[config.mk]
export PLATFORM = sky130hd
export DESIGN_NAME = ps2_host_tx_flat
export DESIGN_NICKNAME = d
export VERILOG_FILES = /design/src/rtl/ps2_host_tx_if.sv /design/src/rtl/ps2_host_tx.sv /design/src/flat_wrapper.sv
export SDC_FILE = /design/constraint.sdc
export NUM_CORES = 1
export LEC_CHECK = 0
export BUFFER_PORTS_ARGS = -buffer_cell sky130_fd_sc_hd__buf_2
export CAP_MARGIN = 0
export CORE_MARGIN = 2
export CORE_UTILIZATION = 45
export CTS_CLUSTER_DIAMETER = 60
export DETAILED_ROUTE_END_ITERATION = 8
export PLACE_DENSITY = 0.61
export SETUP_SLACK_MARGIN = 0.02
export SLEW_MARGIN = 20
export SYNTH_ARGS = -nofsm -noshare
export SYNTH_HDL_FRONTEND = slang
export SYNTH_SLANG_ARGS = --single-unit
[constraint.sdc]
create_clock -name CLK_50M -period 4.1 [get_ports CLK_50M]
set_input_delay 0.82 -clock CLK_50M [delete_from_list [all_inputs] [get_ports CLK_50M]]
set_output_delay 0.82 -clock CLK_50M [all_outputs]
set_load 0.01 [all_outputs]
[src/rtl/ps2_host_tx_if.sv]
// Command-side and pad-side signals of the PS/2 host transmitter.
// slave = the transmitter itself, master = the system/pads that feed it.
interface ps2_host_tx_if;
  logic [7:0] tx_byte;
  logic       tx_start;
  logic       tx_busy;
  logic       tx_done;
  logic       tx_error;
  logic       rx_inhibit;
  logic       ps2k_clk_in;
  logic       ps2k_data_in;
  logic       ps2k_clk_oe;
  logic       ps2k_data_oe;

  modport slave (
    input  tx_byte, tx_start, ps2k_clk_in, ps2k_data_in,
    output tx_busy, tx_done, tx_error, rx_inhibit, ps2k_clk_oe, ps2k_data_oe
  );

  modport master (
    output tx_byte, tx_start, ps2k_clk_in, ps2k_data_in,
    input  tx_busy, tx_done, tx_error, rx_inhibit, ps2k_clk_oe, ps2k_data_oe
  );
endinterface

[src/rtl/ps2_host_tx.sv]
// PS/2 host-to-device byte transmitter: inhibit, request-to-send, 11-bit frame, ack, idle-wait.
// Pad edges reach the FSM 2+FILTER_LEN cycles late; tx_start is dropped (not queued) while busy.
module ps2_host_tx #(
  parameter int INHIBIT_CYCLES = 5000,
  parameter int TIMEOUT_CYCLES = 1000000,
  parameter int FILTER_LEN     = 4
) (
  input  logic          CLK_50M,
  input  logic          RSTn,
  ps2_host_tx_if.slave  bus
);

  localparam int INH_W = $clog2(INHIBIT_CYCLES + 1);
  localparam int TMO_W = $clog2(TIMEOUT_CYCLES + 1);
  localparam int FLT_W = $clog2(FILTER_LEN + 1);
  localparam logic [INH_W-1:0] INH_LAST = INH_W'(INHIBIT_CYCLES - 1);
  localparam logic [TMO_W-1:0] TMO_LAST = TMO_W'(TIMEOUT_CYCLES - 1);
  localparam logic [TMO_W-1:0] TMO_MAX  = TMO_W'(TIMEOUT_CYCLES);
  localparam logic [FLT_W-1:0] FLT_LAST = FLT_W'(FILTER_LEN - 1);

  typedef enum logic [2:0] {
    S_IDLE,
    S_INHIBIT,
    S_REQ,
    S_SEND,
    S_ACK,
    S_WAIT_IDLE
  } state_t;

  // Index 0 = clock line, index 1 = data line.
  logic [1:0]            sync1_q, sync1_d;
  logic [1:0]            sync2_q, sync2_d;
  logic [1:0]            filt_q, filt_d;
  logic [1:0][FLT_W-1:0] flt_cnt_q, flt_cnt_d;
  logic                  clk_prev_q, clk_prev_d;
  logic                  fall;

  state_t                state_q, state_d;
  logic [INH_W-1:0]      inh_q, inh_d;
  logic [TMO_W-1:0]      tmo_q, tmo_d;
  logic [3:0]            bit_cnt_q, bit_cnt_d;
  logic [8:0]            shreg_q, shreg_d;
  logic                  ok_q, ok_d;
  logic                  data_oe_q, data_oe_d;
  logic                  done_q, done_d;
  logic                  err_q, err_d;

  always_comb begin
    sync1_d    = {bus.ps2k_data_in, bus.ps2k_clk_in};
    sync2_d    = sync1_q;
    clk_prev_d = filt_q[0];
    filt_d     = filt_q;
    flt_cnt_d  = '0;
    // A line only changes value after FILTER_LEN consecutive disagreeing samples.
    for (int i = 0; i < 2; i++) begin
      if (sync2_q[i] != filt_q[i]) begin
        if (flt_cnt_q[i] == FLT_LAST) begin
          filt_d[i] = sync2_q[i];
        end else begin
          flt_cnt_d[i] = flt_cnt_q[i] + 1'b1;
        end
      end
    end
  end

  assign fall = clk_prev_q & ~filt_q[0];

  always_comb begin
    state_d   = state_q;
    inh_d     = inh_q;
    tmo_d     = tmo_q;
    bit_cnt_d = bit_cnt_q;
    shreg_d   = shreg_q;
    ok_d      = ok_q;
    data_oe_d = data_oe_q;
    done_d    = 1'b0;
    err_d     = 1'b0;

    if (state_q != S_IDLE) begin
      tmo_d = (tmo_q == TMO_MAX) ? tmo_q : tmo_q + 1'b1;
    end

    case (state_q)
      S_IDLE: begin
        // The cycle carrying a done/error pulse is the return cycle; starts there are dropped.
        if (bus.tx_start && !done_q && !err_q) begin
          shreg_d   = {~^bus.tx_byte, bus.tx_byte};
          bit_cnt_d = '0;
          tmo_d     = '0;
          inh_d     = '0;
          ok_d      = 1'b0;
          state_d   = S_INHIBIT;
        end
      end
      S_INHIBIT: begin
        inh_d = inh_q + 1'b1;
        if (inh_q == INH_LAST) begin
          data_oe_d = 1'b1;
          state_d   = S_REQ;
        end
      end
      S_REQ: begin
        state_d = S_SEND;
      end
      S_SEND: begin
        if (fall) begin
          bit_cnt_d = bit_cnt_q + 1'b1;
          if (bit_cnt_q == 4'd9) begin
            data_oe_d = 1'b0;
            state_d   = S_ACK;
          end else begin
            data_oe_d = ~shreg_q[0];
            shreg_d   = {1'b0, shreg_q[8:1]};
          end
        end
      end
      S_ACK: begin
        if (fall) begin
          ok_d    = ~filt_q[1];
          state_d = S_WAIT_IDLE;
        end
      end
      S_WAIT_IDLE: begin
        if (filt_q == 2'b11) begin
          done_d  = ok_q;
          err_d   = ~ok_q;
          state_d = S_IDLE;
        end
      end
      default: begin
        data_oe_d = 1'b0;
        state_d   = S_IDLE;
      end
    endcase

    // Timeout overrides whatever the frame was doing and skips the idle-wait.
    if (state_q != S_IDLE && tmo_q == TMO_LAST) begin
      data_oe_d = 1'b0;
      done_d    = 1'b0;
      err_d     = 1'b1;
      state_d   = S_IDLE;
    end
  end

  always_ff @(posedge CLK_50M or negedge RSTn) begin
    if (!RSTn) begin
      sync1_q    <= 2'b11;
      sync2_q    <= 2'b11;
      filt_q     <= 2'b11;
      flt_cnt_q  <= '0;
      clk_prev_q <= 1'b1;
      state_q    <= S_IDLE;
      inh_q      <= '0;
      tmo_q      <= '0;
      bit_cnt_q  <= '0;
      shreg_q    <= '0;
      ok_q       <= 1'b0;
      data_oe_q  <= 1'b0;
      done_q     <= 1'b0;
      err_q      <= 1'b0;
    end else begin
      sync1_q    <= sync1_d;
      sync2_q    <= sync2_d;
      filt_q     <= filt_d;
      flt_cnt_q  <= flt_cnt_d;
      clk_prev_q <= clk_prev_d;
      state_q    <= state_d;
      inh_q      <= inh_d;
      tmo_q      <= tmo_d;
      bit_cnt_q  <= bit_cnt_d;
      shreg_q    <= shreg_d;
      ok_q       <= ok_d;
      data_oe_q  <= data_oe_d;
      done_q     <= done_d;
      err_q      <= err_d;
    end
  end

  assign bus.tx_busy      = (state_q != S_IDLE);
  assign bus.rx_inhibit   = (state_q != S_IDLE);
  assign bus.tx_done      = done_q;
  assign bus.tx_error     = err_q;
  assign bus.ps2k_clk_oe  = (state_q == S_INHIBIT) || (state_q == S_REQ);
  assign bus.ps2k_data_oe = data_oe_q;

endmodule

[src/flat_wrapper.sv]
// flat-port wrapper written by rule: the top's interface ports become plain ports
module ps2_host_tx_flat 
#(
  parameter int INHIBIT_CYCLES = 5000,
  parameter int TIMEOUT_CYCLES = 1000000,
  parameter int FILTER_LEN     = 4
)
  (CLK_50M, RSTn, bus_tx_byte, bus_tx_start, bus_ps2k_clk_in, bus_ps2k_data_in, bus_tx_busy, bus_tx_done, bus_tx_error, bus_rx_inhibit, bus_ps2k_clk_oe, bus_ps2k_data_oe);
  ps2_host_tx_if bus_i ();
  input  logic CLK_50M;
  input  logic RSTn;
  input wire logic [$bits(bus_i.tx_byte)-1:0] bus_tx_byte;
  input wire logic [$bits(bus_i.tx_start)-1:0] bus_tx_start;
  input wire logic [$bits(bus_i.ps2k_clk_in)-1:0] bus_ps2k_clk_in;
  input wire logic [$bits(bus_i.ps2k_data_in)-1:0] bus_ps2k_data_in;
  output wire logic [$bits(bus_i.tx_busy)-1:0] bus_tx_busy;
  output wire logic [$bits(bus_i.tx_done)-1:0] bus_tx_done;
  output wire logic [$bits(bus_i.tx_error)-1:0] bus_tx_error;
  output wire logic [$bits(bus_i.rx_inhibit)-1:0] bus_rx_inhibit;
  output wire logic [$bits(bus_i.ps2k_clk_oe)-1:0] bus_ps2k_clk_oe;
  output wire logic [$bits(bus_i.ps2k_data_oe)-1:0] bus_ps2k_data_oe;
  assign bus_i.tx_byte = bus_tx_byte;
  assign bus_i.tx_start = bus_tx_start;
  assign bus_i.ps2k_clk_in = bus_ps2k_clk_in;
  assign bus_i.ps2k_data_in = bus_ps2k_data_in;
  assign bus_tx_busy = bus_i.tx_busy;
  assign bus_tx_done = bus_i.tx_done;
  assign bus_tx_error = bus_i.tx_error;
  assign bus_rx_inhibit = bus_i.rx_inhibit;
  assign bus_ps2k_clk_oe = bus_i.ps2k_clk_oe;
  assign bus_ps2k_data_oe = bus_i.ps2k_data_oe;
  ps2_host_tx #(.INHIBIT_CYCLES(INHIBIT_CYCLES), .TIMEOUT_CYCLES(TIMEOUT_CYCLES), .FILTER_LEN(FILTER_LEN)) u_core (.CLK_50M(CLK_50M), .RSTn(RSTn), .bus(bus_i));
endmodule
Yosys cells after proc, flatten, opt, wreduce, memory -nomap -nowiden
Cells that the tools add are included.

operators by class
  shift operators = 0
  div/mod/pow operators = 0
  multiply operators = 0
  bitwise logic cells = 5
  $lt $le $gt $ge = 0
  eq/ne operators = 25
  mux-type cells = 39
  reduce and logical (&&, ||, !) cells = 21
  add/subtract/negate cells = 5

operator list
  cell                     count
  $mux W20                 4
  $eq A20 B20 Y1 const B   2
  $mux W3                  11
  $mux W9                  3
  $pmux W13 S2             1
  $add A20 B1 Y20 const B  1
  $ne A3 B1 Y1 const B     6
  $pmux W3 S6              1
  $pmux W9 S2              1
  $add A13 B1 Y13 const B  1
  $eq A13 B13 Y1 const B   1
  $mux W13                 1
  $eq A3 B2 Y1 const B     4
  $mux W1                  12
  $reduce_and A3 Y1        3
  $mux W4                  2
  $ne A2 B1 Y1 const B     4
  $pmux W4 S2              1
  $reduce_xnor A8 Y1       1
  $add A3 B1 Y3 const B    2
  $eq A3 B3 Y1 const B     2
  $reduce_and A2 Y1        3
  $reduce_and A6 Y1        1
  $reduce_bool A2 Y1       3
  other kinds (17)         24

storage, ports and cells
  memories = 0
  bits in read-only memories = 0
  logic and storage cells = 111
  input port bits = 13
  output and inout bits = 6
  bits in writable memories = 0
  register bits = 66
  latch bits = 0

Longest topological paths before layout
Gate-level depths: netlist of run 1.

  depth after elaboration = 6
  mapped depth = 8
  mapped depth without buffers = 7

Least setup slack after synthesis of run 1
No wires, ideal clock.

  path kind = in2reg
  start point = input port bus_tx_start
  end point = register u_core.shreg_q[7]
  stages on the path = 5
  library setup time = 0.136 ns
  arrival time = 1.757 ns
  required time = 3.964 ns
  buffers on the path = 1
  slack = 2.207 ns
  cell sequence = nor4b_4 and2_1 nor2_1 clkbuf_1 o21ai_0

on the way
  longest elaborated chain between the ends = 4

RTL lines
  what                                RTL line            text
  start, declared                     flat_wrapper.sv:13  input wire logic [$bits(bus_i.tx_start)-1:0] bus_tx_start;
  $logic_and A1 B1 Y1 (2 in series)   ps2_host_tx.sv:86   if (bus.tx_start && !done_q && !err_q) begin
  $ne A2 B1 Y1 (no source line)       -
  $reduce_and A4 Y1 (no source line)  -
  end signal, assigned                ps2_host_tx.sv:171  shreg_q <= shreg_d;
  end, declared                       ps2_host_tx.sv:42   logic [8:0] shreg_q, shreg_d;

No other way between the ends.
A chain may end at the register's enable or synchronous reset.

Worst setup path after layout of run 1
  start point = register u_core.state_q[1]
  end point = output port bus_rx_inhibit

on the way
  longest elaborated chain between the ends = 1

RTL lines
  what                    RTL line            text
  start, declared         ps2_host_tx.sv:38   state_t state_q, state_d;
  start signal, assigned  ps2_host_tx.sv:167  state_q <= state_d;
  $reduce_bool A3 Y1      ps2_host_tx.sv:180  assign bus.rx_inhibit = (state_q != S_IDLE);
  end, declared           flat_wrapper.sv:19  output wire logic [$bits(bus_i.rx_inhibit)-1:0] bus_rx_inhibit;

No other way between the ends.

==> impl_results.html, run 1 <==
<table>
<tr><th>Metric</th><th>Value</th></tr>
<tr><th colspan="2">Clocking</th></tr>
<tr><td>H-tree levels</td><td>3</td></tr>
<tr><td>Master cell of the clock root buffer</td><td>clkbuf_8</td></tr>
<tr><td>Clock-pin slew on the worst setup and hold paths</td><td>60 ps</td></tr>
<tr><td>TritonCTS clock tree</td><td>yes</td></tr>
<tr><td>Hold buffer count at cts</td><td>0</td></tr>
<tr><td>Number of sinks handled by clock tree synthesis</td><td>66</td></tr>
<tr><td>Skew-Pair Late Insertion Delay</td><td>340 ps</td></tr>
<tr><td>Clk buf depth</td><td>2</td></tr>
<tr><td>Number of setup buffers added after CTS</td><td>0</td></tr>
<tr><td>Number of buffers added by the clock tree synthesis step</td><td>9</td></tr>
<tr><td>PostCTS Resize Cnt</td><td>0</td></tr>
<tr><th colspan="2">Pwr</th></tr>
<tr><td>Portion of total power attributed to the clock network</td><td>0.259</td></tr>
<tr><td>Max VDD drop</td><td>0.241 mV</td></tr>
<tr><td>Sequential power share</td><td>0.455</td></tr>
<tr><td>Static leakage</td><td>1.71 nW</td></tr>
<tr><td>Power spent charging and discharging nets</td><td>approximately 0.00077 W</td></tr>
<tr><td>Fraction of power consumed by combinational cells</td><td>0.286</td></tr>
<tr><td>Switching fraction of total power</td><td>0.355</td></tr>
<tr><td>Internal power</td><td>about 0.0014 W</td></tr>
<tr><td>Cell Pwr Density</td><td>584 mW/mm2</td></tr>
<tr><th colspan="2">Die</th></tr>
<tr><td>Starting density of the core</td><td>0.464</td></tr>
<tr><td>Floorplan die width</td><td>roughly 90 um</td></tr>
<tr><td>Chip Height</td><td>90.2 um</td></tr>
<tr><td>Die ar.</td><td>slightly above 0.008 mm2</td></tr>
<tr><td>Standard cell core area</td><td>0.00721 mm2</td></tr>
<tr><td>Number of placed I/O pins</td><td>19</td></tr>
<tr><td>Number of rows created at floorplan</td><td>31</td></tr>
<tr><th colspan="2">Final layout</th></tr>
<tr><td>Number of nets in the layout</td><td>369</td></tr>
<tr><td>Synth-to-layout area growth</td><td>10.6%</td></tr>
<tr><td>Filler cells</td><td>between 600 and 700</td></tr>
<tr><td>Final std cell area, no fill</td><td>between 0.003 and 0.004 mm2</td></tr>
<tr><td>Fraction of final layout cells with drive strength greater than 1</td><td>0.153</td></tr>
<tr><td>Number of diodes</td><td>0</td></tr>
<tr><th colspan="2">STA</th></tr>
<tr><td>Final total negative setup slack</td><td>0 ps</td></tr>
<tr><td>Shortest period the worst path allows</td><td>roughly 2500 ps</td></tr>
<tr><td>Max Clock Skew</td><td>10.0 ps</td></tr>
<tr><td>Slew Limit Fails</td><td>0</td></tr>
<tr><td>Final setup violation count</td><td>0</td></tr>
<tr><td>Maximum clock frequency</td><td>407 MHz</td></tr>
<tr><td>Max-slew headroom at the worst pin</td><td>0.445</td></tr>
<tr><td>Unrepaired setup endpoints after global routing</td><td>no</td></tr>
<tr><td>Period utilization</td><td>0.599</td></tr>
<tr><td>Number of hold-slack violations in the final timing report</td><td>0</td></tr>
<tr><td>Hold Worst Slack</td><td>355 ps</td></tr>
<tr><td>Worst-Margin Slew</td><td>a little over 800 ps</td></tr>
<tr><th colspan="2">Route</th></tr>
<tr><td>Post-detailed-routing wire length</td><td>6250 um</td></tr>
<tr><td>DRC viols</td><td>0</td></tr>
<tr><td>Number of detailed-routing iterations run before antenna repair</td><td>4</td></tr>
<tr><td>Wirelength per Cell</td><td>approximately 14 um</td></tr>
<tr><td>Total via count in the routed design</td><td>2,381</td></tr>
<tr><td>Routed via count divided by cell count</td><td>5.27</td></tr>
<tr><td>Post-DRT Antenna Nets</td><td>0</td></tr>
<tr><td>Initial DRC count</td><td>94</td></tr>
<tr><th colspan="2">Global route</th></tr>
<tr><td>Final global-route overflow total</td><td>0</td></tr>
<tr><td>Global-route wire length before repair</td><td>11,200 um</td></tr>
<tr><td>Maximum number of pins on one net before global-route repair</td><td>39</td></tr>
<tr><td>Vias in the first global route</td><td>2,375</td></tr>
<tr><td>Overall global routing resource usage</td><td>0.168</td></tr>
<tr><td>Initial antenna violation count</td><td>0</td></tr>
<tr><th colspan="2">Job</th></tr>
<tr><td>Number of max-capacitance violations reported</td><td>0</td></tr>
<tr><th colspan="2">Min path</th></tr>
<tr><td>Tightest Hold Check Type</td><td>reg -&gt; reg</td></tr>
<tr><th colspan="2">Synthesis</th></tr>
<tr><td>Net Count, Synth</td><td>between 300 and 400</td></tr>
<tr><td>Fraction of the yosys area taken by sequential cells</td><td>0.496</td></tr>
<tr><td>Synthesized instance count</td><td>between 300 and 400</td></tr>
<tr><td>Netlist Area Pre-Place</td><td>0.00334 mm2</td></tr>
<tr><td>Mean Syn Cell Area</td><td>10.1 um2</td></tr>
<tr><td>Register bit count reported by yosys</td><td>66</td></tr>
<tr><td>Synth async-reset ratio</td><td>1.00</td></tr>
<tr><td>Synth Warn #</td><td>0</td></tr>
<tr><td>Top flip-flop cell by instance count after synthesis</td><td>dfrtp_1</td></tr>
<tr><td>Number of enable-type register cells in the synthesized netlist</td><td>0</td></tr>
<tr><td>Unique cell type count in the Yosys netlist</td><td>57</td></tr>
<tr><th colspan="2">Critical path</th></tr>
<tr><td>Type of destination of the critical path</td><td>output port</td></tr>
<tr><td>Arrival time at the worst endpoint</td><td>1630 ps</td></tr>
<tr><td>Crit path max fanout</td><td>13</td></tr>
<tr><td>Startpoint types</td><td>register</td></tr>
<tr><td>Endpoint required time on the critical path</td><td>3280 ps</td></tr>
<tr><td>Kind of critical path</td><td>reg -&gt; out</td></tr>
<tr><th colspan="2">Place</th></tr>
<tr><td>Gp weighted congestion</td><td>0.797</td></tr>
<tr><td>Placement Cell Area</td><td>0.00349 mm2</td></tr>
<tr><td>Port Buf Inserts</td><td>18</td></tr>
<tr><td>HPWL after DPL</td><td>between 4000 and 5000 um</td></tr>
<tr><th colspan="2">Status</th></tr>
<tr><td>Status</td><td>finished clean</td></tr>
</table>
-- Yosys cell counts, types with 3 or more instances --
cell       n  area (um2)
and3_1     7        43.8
and3b_1    3        26.3
o211ai_1   6        45.0
buf_4      4        30.0
nor3_1     7        35.0
dfstp_2    7         184
dfrtp_1   59        1480
inv_1      6        22.5
buf_2      4        20.0
nor2_1    24        90.1
xnor2_1   10        87.6
nand2b_1   3        18.8
nor4_1     3        18.8
nand4_1    8        50.1
o31ai_1    3        22.5
nor3b_1    4        30.0
nand3_1   22         110
ha_1       7        87.6
a21oi_1    5        25.0
or4_1      4        30.0
clkbuf_1   3        11.3
nand2_1   43         161
mux2i_1   13         130
o21ai_0   28         140
xor2_1    11        96.3
-- cells in the final DEF (no fill, tap or decap), types with 7 or more instances in the layout --
cell type and instances:
dfstp_2 7, nand4_1 8, dfrtp_1 59, clkbuf_8 12, and3_1 7, nand2_1 43, buf_2 18, ha_1 7
nor3_1 7, o21ai_0 28, nor2_1 24, mux2i_1 13, nand3_1 22, xor2_1 11, xnor2_1 10
-- power by group through the flow --
stage	sequential [W]	clock [W]	combinational, W
2_1_floorplan	0.000925	0	0.000546
3_3_place_gp	0.000989	0	0.000608
3_5_place_dp	0.000993	0	0.000626
4_1_cts	0.000982	0.000578	0.000629
5_1_grt	0.00101	0.000604	0.000718
6_report	0.000983	0.000558	0.000618
-- worst paths after layout --
path                                   start           endpoint  cells after the start  slack, ps
min                        u_core.sync1_q[0]  u_core.sync2_q[0]                      0        360
min in group asynchronous               RSTn        u_core.ok_q                      1        580
max in group asynchronous               RSTn  u_core.sync2_q[1]                      2       2600
max                        u_core.state_q[1]     bus_rx_inhibit                      3       1650
max reg2reg                u_core.state_q[2]  u_core.shreg_q[0]                      5       1750
min reg2reg                u_core.sync1_q[0]  u_core.sync2_q[0]                      0        360
-- area by class of cell --
cell class	count	area, um2	area share
inverter	7	26.3	0.00711
sequential	66	1660	0.449
multi-input combinational	246	1590	0.429
clock buffer	13	169	0.0457
tap	99	124	0.0335
timing repair buffer	19	97.6	0.0264
clock inverter	2	35.0	0.00948
-- state kept, by name (all words and copies together) (netlist names) --
name and count:
u_core.bit_cnt_q 4, u_core.bus.ps2k_data_oe 1, u_core.bus.tx_done 1, u_core.bus.tx_error 1
u_core.clk_prev_q 1, u_core.filt_q 2, u_core.flt_cnt_q 6, u_core.inh_q 13
u_core.ok_q 1, u_core.shreg_q 9, u_core.state_q 3, u_core.sync1_q 2
u_core.sync2_q 2, u_core.tmo_q 20
-- layer usage --
metal	up-vias	global-route usage	share of wire
met5	-	0	0
met4	0	0.0551	0.011
met3	5	0.0444	0.027
met2	30	0.258	0.46
met1	1124	0.233	0.50
li1	1222	-	-
-- cells by family after synthesis --
| kind of cell | after synthesis | share of synthesized area |
|---|---|---|
| simple gates | 150 | 0.250 |
| fa+ha+maj | 7 | 0.0262 |
| flops | 66 | 0.496 |
| mux | 15 | 0.0456 |
| xor+xnor | 21 | 0.0550 |
| compound gates | 53 | 0.0969 |
| buf+inv | 19 | 0.0296 |
-- worst max-delay path, cell delays in order, from the launching register on --
cell	delay, ps
dfrtp_1	540
nor3_2	410
inv_2	180
buf_2	180
-- per-stage QoR --
stage,util,std cells,setup WS (ps),power [W]
3_5_place_dp,0.484,437,1460,0.00162
3_3_place_gp,0.484,437,1540,0.00160
2_1_floorplan,-,331,2210,0.00147
6_report,0.512,452,1650,0.00216
4_1_cts,0.512,452,1630,0.00219
5_1_grt,0.512,452,1440,0.00233
No activity file was read; power rests on OpenSTA's default activity.
==> run 2: changes to the inputs <==
- ABC_AREA: unset -> 1
- clock period: 4.1 -> 2.3 ns (I/O delays scaled with it)
==> run 2 against run 1 <==
- sequential share of layout area shrank 4.4 points
- via count grew 27%
- cell count grew 33%
- flip-flop and latch count is the same
- core utilization shrank 0.86 points
- hold slack lost 250 ps
==> impl_results.html, run 2 <==
<table>
<tr><th>Metric</th><th>Value</th></tr>
<tr><th colspan="2">Status</th></tr>
<tr><td>Status</td><td>finished clean</td></tr>
<tr><th colspan="2">Route</th></tr>
<tr><td>DRC viols</td><td>0 (unchanged)</td></tr>
<tr><td>Routed via count divided by cell count</td><td>5.06 (-4.0%)</td></tr>
<tr><td>Wirelength per Cell</td><td>12.7 um (-8.3%)</td></tr>
<tr><td>Total via count in the routed design</td><td>3,034 (+27%)</td></tr>
<tr><td>Post-detailed-routing wire length</td><td>7600 um (+22%)</td></tr>
<tr><td>Number of detailed-routing iterations run before antenna repair</td><td>4 (unchanged)</td></tr>
<tr><td>Post-DRT Antenna Nets</td><td>0 (unchanged)</td></tr>
<tr><td>Initial DRC count</td><td>170 (+81%)</td></tr>
<tr><th colspan="2">Critical path</th></tr>
<tr><td>Type of destination of the critical path</td><td>output port</td></tr>
<tr><td>Endpoint required time on the critical path</td><td>1840 ps (-1440 ps)</td></tr>
<tr><td>Startpoint of the worst-slack reg-to-reg timing path</td><td>u_core.state_q[1]</td></tr>
<tr><td>Number of cell instances on the worst register-to-register path</td><td>8 (+3)</td></tr>
<tr><td>Worst setup startpoint</td><td>u_core.state_q[1]</td></tr>
<tr><td>Kind of critical path</td><td>reg -&gt; out</td></tr>
<tr><td>Crit path max fanout</td><td>15 (+2)</td></tr>
<tr><td>Slack of the worst reg-to-reg path</td><td>580 ps (-1170 ps)</td></tr>
<tr><td>Startpoint types</td><td>register</td></tr>
<tr><td>Arrival time at the worst endpoint</td><td>1470 ps (-160 ps)</td></tr>
<tr><th colspan="2">Final layout</th></tr>
<tr><td>Leading cell types in the layout, fill and taps excluded</td><td>nand2_1 (98), dfrtp_1 (59), inv_1 (53), nor2_1 (52), nand3_1 (37)</td></tr>
<tr><td>Register bank with the most flops</td><td>u_core.tmo_q</td></tr>
<tr><td>Final std cell area, no fill</td><td>0.00410 mm2 (+11%)</td></tr>
<tr><td>Number of nets in the layout</td><td>510 (+38%)</td></tr>
<tr><td>Leading cell type in the layout, fill and taps excluded</td><td>nand2_1</td></tr>
<tr><td>Registers with the most flip-flops</td><td>u_core.tmo_q x20, u_core.inh_q x13, u_core.shreg_q x9</td></tr>
<tr><td>Number of flip-flops in the largest register</td><td>20 (unchanged)</td></tr>
<tr><td>Filler cells</td><td>784 (+17%)</td></tr>
<tr><td>Fraction of final layout cells with drive strength greater than 1</td><td>0.166 (+0.0127)</td></tr>
<tr><td>Number of diodes</td><td>0 (unchanged)</td></tr>
<tr><td>Synth-to-layout area growth</td><td>9.86%</td></tr>
<tr><th colspan="2">Global route</th></tr>
<tr><td>Final global-route overflow total</td><td>0 (unchanged)</td></tr>
<tr><td>Initial antenna violation count</td><td>0 (unchanged)</td></tr>
<tr><td>Global-route wire length before repair</td><td>13,000 um (+16%)</td></tr>
<tr><td>Overall global routing resource usage</td><td>0.185 (+0.0166)</td></tr>
<tr><td>Maximum number of pins on one net before global-route repair</td><td>67 (+72%)</td></tr>
<tr><td>Vias in the first global route</td><td>2,827 (+19%)</td></tr>
<tr><th colspan="2">Clocking</th></tr>
<tr><td>Number of setup buffers added after CTS</td><td>0 (unchanged)</td></tr>
<tr><td>Skew-Pair Late Insertion Delay</td><td>340 ps (about the same)</td></tr>
<tr><td>Clock-pin slew on the worst setup and hold paths</td><td>70 ps (about the same)</td></tr>
<tr><td>Number of buffers added by the clock tree synthesis step</td><td>9 (unchanged)</td></tr>
<tr><td>Number of sinks handled by clock tree synthesis</td><td>66 (unchanged)</td></tr>
<tr><td>TritonCTS clock tree</td><td>yes</td></tr>
<tr><td>Master cell of the clock root buffer</td><td>clkbuf_8</td></tr>
<tr><td>Hold buffer count at cts</td><td>0 (unchanged)</td></tr>
<tr><td>Clk buf depth</td><td>2 (unchanged)</td></tr>
<tr><td>H-tree levels</td><td>3 (unchanged)</td></tr>
<tr><td>PostCTS Resize Cnt</td><td>0 (unchanged)</td></tr>
<tr><th colspan="2">Pwr</th></tr>
<tr><td>Static leakage</td><td>1.90 nW (+11%)</td></tr>
<tr><td>Max VDD drop</td><td>0.498 mV (+110%)</td></tr>
<tr><td>Cell Pwr Density</td><td>1060 mW/mm2 (+82%)</td></tr>
<tr><th colspan="2">Die</th></tr>
<tr><td>Floorplan die width</td><td>95.1 um (+5.4%)</td></tr>
<tr><td>Standard cell core area</td><td>0.00813 mm2 (+13%)</td></tr>
<tr><td>Die ar.</td><td>0.00904 mm2 (+11%)</td></tr>
<tr><td>Chip Height</td><td>95.1 um (+5.4%)</td></tr>
<tr><td>Starting density of the core</td><td>0.459 (-0.00488)</td></tr>
<tr><td>Number of placed I/O pins</td><td>19 (unchanged)</td></tr>
<tr><td>Number of rows created at floorplan</td><td>33 (+6.5%)</td></tr>
<tr><th colspan="2">Synthesis</th></tr>
<tr><td>Unique cell type count in the Yosys netlist</td><td>44 (-23%)</td></tr>
<tr><td>Share of Yosys cell area claimed by the top area cell type</td><td>0.396 (-0.0457)</td></tr>
<tr><td>Netlist Area Pre-Place</td><td>0.00373 mm2 (+12%)</td></tr>
<tr><td>Synth Warn #</td><td>0 (unchanged)</td></tr>
<tr><td>Mean Syn Cell Area</td><td>8.02 um2 (-21%)</td></tr>
<tr><td>Top flip-flop cell by instance count after synthesis</td><td>dfrtp_1</td></tr>
<tr><td>Number of enable-type register cells in the synthesized netlist</td><td>0 (unchanged)</td></tr>
<tr><td>Fraction of the yosys area taken by sequential cells</td><td>0.445 (-0.0514)</td></tr>
<tr><td>Top post-synthesis cells by area</td><td>dfrtp_1 (40%), nand2_1 (9.9%), inv_1 (5.3%), nor2_1 (5.2%), nand3_1 (5.0%)</td></tr>
<tr><td>Library cell with the largest summed area after synthesis</td><td>dfrtp_1</td></tr>
<tr><td>Net Count, Synth</td><td>485 (+38%)</td></tr>
<tr><td>Most frequent cell after synthesis</td><td>nand2_1</td></tr>
<tr><td>Register bit count reported by yosys</td><td>66 (unchanged)</td></tr>
<tr><td>Commonest cells post-synth</td><td>nand2_1 (98), dfrtp_1 (59), inv_1 (53)</td></tr>
<tr><td>Synthesized instance count</td><td>465 (+40%)</td></tr>
<tr><td>Synth async-reset ratio</td><td>1.00 (unchanged)</td></tr>
<tr><th colspan="2">Place</th></tr>
<tr><td>HPWL after DPL</td><td>5590 um (+29%)</td></tr>
<tr><td>Gp weighted congestion</td><td>0.911 (+14%)</td></tr>
<tr><td>Placement Cell Area</td><td>0.00394 mm2 (+13%)</td></tr>
<tr><td>Port Buf Inserts</td><td>18 (unchanged)</td></tr>
<tr><th colspan="2">STA</th></tr>
<tr><td>Period utilization</td><td>0.839</td></tr>
<tr><td>Worst-Margin Slew</td><td>449 ps (-380 ps)</td></tr>
<tr><td>Hold Worst Slack</td><td>108 ps (-248 ps)</td></tr>
<tr><td>Maximum clock frequency</td><td>518 MHz</td></tr>
<tr><td>Shortest period the worst path allows</td><td>1930 ps</td></tr>
<tr><td>Final total negative setup slack</td><td>0 ps (unchanged)</td></tr>
<tr><td>Max Clock Skew</td><td>6.85 ps (-3.20 ps)</td></tr>
<tr><td>Max-slew headroom at the worst pin</td><td>0.699 (+0.254)</td></tr>
<tr><td>Number of hold-slack violations in the final timing report</td><td>0 (unchanged)</td></tr>
<tr><td>Unrepaired setup endpoints after global routing</td><td>no</td></tr>
<tr><td>Slew Limit Fails</td><td>0 (unchanged)</td></tr>
<tr><td>Final setup violation count</td><td>0 (unchanged)</td></tr>
<tr><th colspan="2">Min path</th></tr>
<tr><td>Tightest Hold Check Type</td><td>in -&gt; async</td></tr>
<tr><th colspan="2">Job</th></tr>
<tr><td>Number of max-capacitance violations reported</td><td>0 (unchanged)</td></tr>
</table>
-- run 2: cell count changes after synthesis, moves of 5 or more --
| cell | before | now |
|---|---|---|
| and3_1 | 7 | 0 |
| inv_1 | 6 | 53 |
| nor2_1 | 24 | 52 |
| o31ai_1 | 3 | 8 |
| o211ai_1 | 6 | 0 |
| nand3_1 | 22 | 37 |
| a21oi_1 | 5 | 19 |
| inv_2 | 1 | 12 |
| a31oi_1 | 1 | 6 |
| nand2_1 | 43 | 98 |
| o21ai_1 | 1 | 8 |
| mux2i_1 | 13 | 1 |
| o21ai_0 | 28 | 22 |
-- run 2: worst paths after layout --
kind,to
max,bus_rx_inhibit
min,u_core.tmo_q[5]
max reg2reg,u_core.inh_q[3]
min reg2reg,u_core.sync2_q[0]
max in group asynchronous,u_core.filt_q[0]
min in group CLK_50M,u_core.sync1_q[1]
-- run 2: cell type report --
type / count / area [um2] / share of cell area
Clock buffer: 10 / 128 / 0.0311
Tap cell: 105 / 131 / 0.0321
Timing Repair Buffer: 22 / 133 / 0.0324
Clock inverter: 6 / 33.8 / 0.00824
Inverter: 66 / 248 / 0.0604
Sequential cell: 66 / 1660 / 0.405
Multi-Input combinational cell: 325 / 1770 / 0.431
-- run 2: cell families after synthesis --
group / count (synthesis) / share of synthesized area
compound gates: 72 / 0.114
xor+xnor: 18 / 0.0423
fa+ha+maj: 7 / 0.0235
buf+inv: 74 / 0.0818
flops: 66 / 0.445
mux: 2 / 0.00570
simple gates: 226 / 0.287
-- run 2: power breakdown --
group | internal (W) | leakage [nW] | switching, W | total, W
registers | 0.00152 | 0.848 | 0.000285 | 0.00180
logic | 0.000618 | 0.963 | 0.00113 | 0.00174
clock network | 0.000383 | 0.0896 | 0.000433 | 0.000816
-- run 2: per-stage QoR --
stage          power [W]  instances  setup WS (ps)  utilization
2_1_floorplan    0.00316        465            856            -
3_3_place_gp     0.00354        584            576        0.484
3_5_place_dp     0.00358        584            545        0.484
4_1_cts          0.00441        600            358        0.504
5_1_grt          0.00476        600            280        0.504
6_report         0.00436        600            371        0.504
-- run 2: per-layer routing --
layer	track usage	up-vias	wire [um]
met2	0.284	51	3460
met3	0.0553	8	346
met4	0.0495	0	72
li1	-	1565	-
met5	0	-	0
met1	0.255	1410	3730
-- run 2: worst max-delay path, stage by stage, from the launching register on --
cell	delay (ps)
dfrtp_1	450
inv_2	130
nand3_4	160
buf_4	240
buf_2	150
==> run 3: changes to the inputs <==
- ABC_AREA: 1 -> 0
- clock period: 2.3 -> 1.8 ns (I/O delays scaled with it)
==> run 3 against run 2 <==
- hold slack worse by 81 ps
- sequential power is 21% higher
- sequential share of layout area is 1.1 points lower
- clock skew is 3.9 ps higher
- die area is 9.9% lower
- critical path type unchanged
- critical endpoint is now bus_tx_busy
- largest cell class unchanged
- largest power group is now combinational cells
- highest routed layer unchanged
==> impl_results.html, run 3 (synthesis results as in run 1) <==
<table>
<tr><th>Metric</th><th>Value</th></tr>
<tr><th colspan="2">Final layout</th></tr>
<tr><td>Synth-to-layout area growth</td><td>26.3%</td></tr>
<tr><td>Number of diodes</td><td>0 (unchanged)</td></tr>
<tr><td>Non-filler cells in the finished layout</td><td>502 (-16%)</td></tr>
<tr><td>Number of nets in the layout</td><td>418 (-18%)</td></tr>
<tr><td>Leading cell type in the layout, fill and taps excluded</td><td>dfrtp_1</td></tr>
<tr><td>Fraction of final layout cells with drive strength greater than 1</td><td>0.305 (+0.140)</td></tr>
<tr><td>Number of flip-flops in the largest register</td><td>20 (unchanged)</td></tr>
<tr><td>Register bank with the most flops</td><td>u_core.tmo_q</td></tr>
<tr><td>Leading cell types in the layout, fill and taps excluded</td><td>dfrtp_1 (56), buf_4 (45), nand2_1 (43), o21ai_0 (27)</td></tr>
<tr><td>Registers with the most flip-flops</td><td>u_core.tmo_q x20, u_core.inh_q x13, u_core.shreg_q x9</td></tr>
<tr><th colspan="2">Global route</th></tr>
<tr><td>Overall global routing resource usage</td><td>0.186 (+0.00120)</td></tr>
<tr><td>Maximum number of pins on one net before global-route repair</td><td>67 (unchanged)</td></tr>
<tr><td>Global-route wire length before repair</td><td>12,100 um (-6.4%)</td></tr>
<tr><td>Final global-route overflow total</td><td>0 (unchanged)</td></tr>
<tr><td>Met2 Track Usage GR</td><td>0.294 (+0.0102)</td></tr>
<tr><td>Met3 demand-to-capacity share in global routing</td><td>0.0511 (-0.00420)</td></tr>
<tr><td>Met1 Usage GRT</td><td>0.250 (-0.00507)</td></tr>
<tr><td>Most heavily used metal layer in global routing</td><td>met2</td></tr>
<tr><td>Vias in the first global route</td><td>2,531 (-10%)</td></tr>
<tr><td>Initial antenna violation count</td><td>0 (unchanged)</td></tr>
<tr><th colspan="2">Place</th></tr>
<tr><td>Gp weighted congestion</td><td>0.875 (-4.0%)</td></tr>
<tr><td>HPWL after DPL</td><td>4680 um (-16%)</td></tr>
<tr><td>Cell total after placement</td><td>475 (-19%)</td></tr>
<tr><td>Port Buf Inserts</td><td>18 (unchanged)</td></tr>
<tr><th colspan="2">STA</th></tr>
<tr><td>Worst-Margin Slew</td><td>384 ps (-65.2 ps)</td></tr>
<tr><td>Maximum clock frequency</td><td>559 MHz</td></tr>
<tr><td>Number of hold-slack violations in the final timing report</td><td>0 (unchanged)</td></tr>
<tr><td>Max Clock Skew</td><td>10.7 ps (+3.87 ps)</td></tr>
<tr><td>Max-slew headroom at the worst pin</td><td>0.740 (+0.0411)</td></tr>
<tr><td>Period utilization</td><td>0.995</td></tr>
<tr><td>Slew Limit Fails</td><td>0 (unchanged)</td></tr>
<tr><td>Hold Worst Slack</td><td>26.7 ps (-80.9 ps)</td></tr>
<tr><td>Final setup violation count</td><td>0 (unchanged)</td></tr>
<tr><td>Unrepaired setup endpoints after global routing</td><td>yes</td></tr>
<tr><td>Shortest period the worst path allows</td><td>1790 ps</td></tr>
<tr><th colspan="2">Status</th></tr>
<tr><td>Status</td><td>finished clean</td></tr>
<tr><th colspan="2">Die</th></tr>
<tr><td>Die ar.</td><td>0.00814 mm2 (-9.9%)</td></tr>
<tr><td>Floorplan die width</td><td>90.2 um (-5.1%)</td></tr>
<tr><td>Standard cell core area</td><td>0.00721 mm2 (-11%)</td></tr>
<tr><td>Starting density of the core</td><td>0.464 (+0.00488)</td></tr>
<tr><td>Number of placed I/O pins</td><td>19 (unchanged)</td></tr>
<tr><td>Chip Height</td><td>90.2 um (-5.1%)</td></tr>
<tr><td>Number of rows created at floorplan</td><td>31 (-6.1%)</td></tr>
<tr><th colspan="2">Route</th></tr>
<tr><td>DRC viols</td><td>0 (unchanged)</td></tr>
<tr><td>Initial DRC count</td><td>139 (-18%)</td></tr>
<tr><td>Total via count in the routed design</td><td>2,627 (-13%)</td></tr>
<tr><td>Routed via count divided by cell count</td><td>5.23 (+3.5%)</td></tr>
<tr><td>Post-detailed-routing wire length</td><td>6890 um (-9.4%)</td></tr>
<tr><td>Post-DRT Antenna Nets</td><td>0 (unchanged)</td></tr>
<tr><td>Number of detailed-routing iterations run before antenna repair</td><td>5 (+1)</td></tr>
<tr><td>Wirelength per Cell</td><td>13.7 um (+8.3%)</td></tr>
<tr><th colspan="2">Pwr</th></tr>
<tr><td>Internal power</td><td>0.00377 W (+50%)</td></tr>
<tr><td>Fraction of power consumed by combinational cells</td><td>0.383 (-0.017)</td></tr>
<tr><td>Cell Pwr Density</td><td>1360 mW/mm2 (+28%)</td></tr>
<tr><td>Static leakage</td><td>1.99 nW (+4.6%)</td></tr>
<tr><td>Power spent charging and discharging nets</td><td>0.00196 W (+6.4%)</td></tr>
<tr><td>Portion of total power attributed to the clock network</td><td>0.238 (+0.051)</td></tr>
<tr><td>Switching fraction of total power</td><td>0.343 (-0.0803)</td></tr>
<tr><td>Max VDD drop</td><td>0.745 mV (+50%)</td></tr>
<tr><td>Sequential power share</td><td>0.378 (-0.035)</td></tr>
<tr><th colspan="2">Clocking</th></tr>
<tr><td>TritonCTS clock tree</td><td>yes</td></tr>
<tr><td>Hold buffer count at cts</td><td>0 (unchanged)</td></tr>
<tr><td>Clk buf depth</td><td>2 (unchanged)</td></tr>
<tr><td>Master cell of the clock root buffer</td><td>clkbuf_8</td></tr>
<tr><td>Skew-Pair Late Insertion Delay</td><td>340 ps (about the same)</td></tr>
<tr><td>Number of buffers added by the clock tree synthesis step</td><td>9 (unchanged)</td></tr>
<tr><td>Number of sinks handled by clock tree synthesis</td><td>66 (unchanged)</td></tr>
<tr><td>Clock-pin slew on the worst setup and hold paths</td><td>80 ps (about the same)</td></tr>
<tr><td>H-tree levels</td><td>3 (unchanged)</td></tr>
<tr><th colspan="2">Critical path</th></tr>
<tr><td>Crit path max-delay cell type</td><td>dfrtp_2</td></tr>
<tr><td>Cell type with the highest occurrence count on the critical path</td><td>buf_6</td></tr>
<tr><td>Type of destination of the critical path</td><td>output port</td></tr>
<tr><td>Cells along the critical path</td><td>nor3_4, inv_2, buf_6, buf_6</td></tr>
<tr><td>R2R Path End</td><td>u_core.bus.ps2k_data_oe</td></tr>
<tr><td>Endpoint required time on the critical path</td><td>1440 ps (-400 ps)</td></tr>
<tr><td>Crit path max fanout</td><td>4 (-11)</td></tr>
<tr><td>Number of cell instances on the worst register-to-register path</td><td>6 (-2)</td></tr>
<tr><td>Max stage delay on crit path</td><td>460 ps (about the same)</td></tr>
<tr><td>Slack of the worst reg-to-reg path</td><td>50 ps (-530 ps)</td></tr>
<tr><td>Startpoint of the worst-slack reg-to-reg timing path</td><td>u_core.tmo_q[8]</td></tr>
<tr><td>Arrival time at the worst endpoint</td><td>1430 ps (-40 ps)</td></tr>
<tr><td>Kind of critical path</td><td>reg -&gt; out</td></tr>
<tr><td>Startpoint types</td><td>register</td></tr>
<tr><td>CP bufs+invs</td><td>3 (unchanged)</td></tr>
<tr><td>Delay-heaviest family, CP</td><td>flip-flops</td></tr>
<tr><th colspan="2">Min path</th></tr>
<tr><td>Tightest Hold Check Type</td><td>in -&gt; async</td></tr>
<tr><th colspan="2">Job</th></tr>
<tr><td>Number of max-capacitance violations reported</td><td>0 (unchanged)</td></tr>
</table>
==> run 3: cell types whose count changed in the layout (fill, tap and decap cells not counted), sizes merged, moves of 7 or more <==
cell	before	now
buf	22	68
inv	65	7
nand3	39	23
nand2	104	43
and3	0	8
a31oi	8	1
a21oi	19	5
mux2i	1	13
nor2	60	25
==> run 3: metrics by stage <==
step / setup WS (ps) / setup TNS (ps) / util / total power, W / instance area (um2)
floorplan: 110 / 0 / - / 0.00335 / 3340
global placement: 12.0 / 0 / 0.525 / 0.00400 / 3790
detailed placement: -72.8 / -380 / 0.525 / 0.00404 / 3790
CTS: -12.0 / -17.7 / 0.563 / 0.00554 / 4060
global route: -67.1 / -313 / 0.585 / 0.00619 / 4220
finish: 9.76 / 0 / 0.585 / 0.00573 / 4220
==> run 3: final cells by class <==
cell class	count	area, um2
clock buffers	11	141
well taps	99	124
multi-input cells	246	1680
clock inverters	5	77.6
fillers	654	2990
flip-flops and latches	66	1660
repair buffers	68	514
inverters	7	26.3
==> run 3: per-layer routing <==
metal  up-vias  share of wire
met5         -              0
met4         0          0.014
met3         8          0.030
met2        44           0.48
met1      1256           0.48
li1       1319              -
==> run 3: worst max path at each step <==
| stage | end | start | depth (start not counted) | slack (ps) |
|---|---|---|---|---|
| floorplan | u_core.bus.ps2k_data_oe | u_core.tmo_q[0] | 5 | 110 |
| global placement | u_core.shreg_q[5] | u_core.bit_cnt_q[1] | 6 | 10 |
| detailed placement | u_core.shreg_q[1] | u_core.bit_cnt_q[1] | 6 | -70 |
| CTS | bus_tx_busy | u_core.state_q[1] | 4 | -10 |
| global route | bus_tx_busy | u_core.state_q[0] | 4 | -70 |
| finish | bus_tx_busy | u_core.state_q[0] | 4 | 10 |
==> run 3: worst reg2reg max path: cells and delay by family, from the launching register on <==
family          cells  cell delay [ps]
simple gates        4              840
buf+inv             1              230
compound gates      1              180
flops               1              390
==> run 3: repair_timing <==
item,CTS,global route
setup buffers,5,6
pin swaps,1,8
setup endpoints to repair,13,21
gates resized for setup,5,25
==> run 3: power groups by stage <==
stage | Combinational [W] | Sequential (W) | Clock [W]
global placement | 0.00183 | 0.00218 | 0
global route | 0.00249 | 0.00222 | 0.00148
floorplan | 0.00124 | 0.00211 | 0
detailed placement | 0.00185 | 0.00219 | 0
CTS | 0.00196 | 0.00217 | 0.00140
finish | 0.00220 | 0.00217 | 0.00137
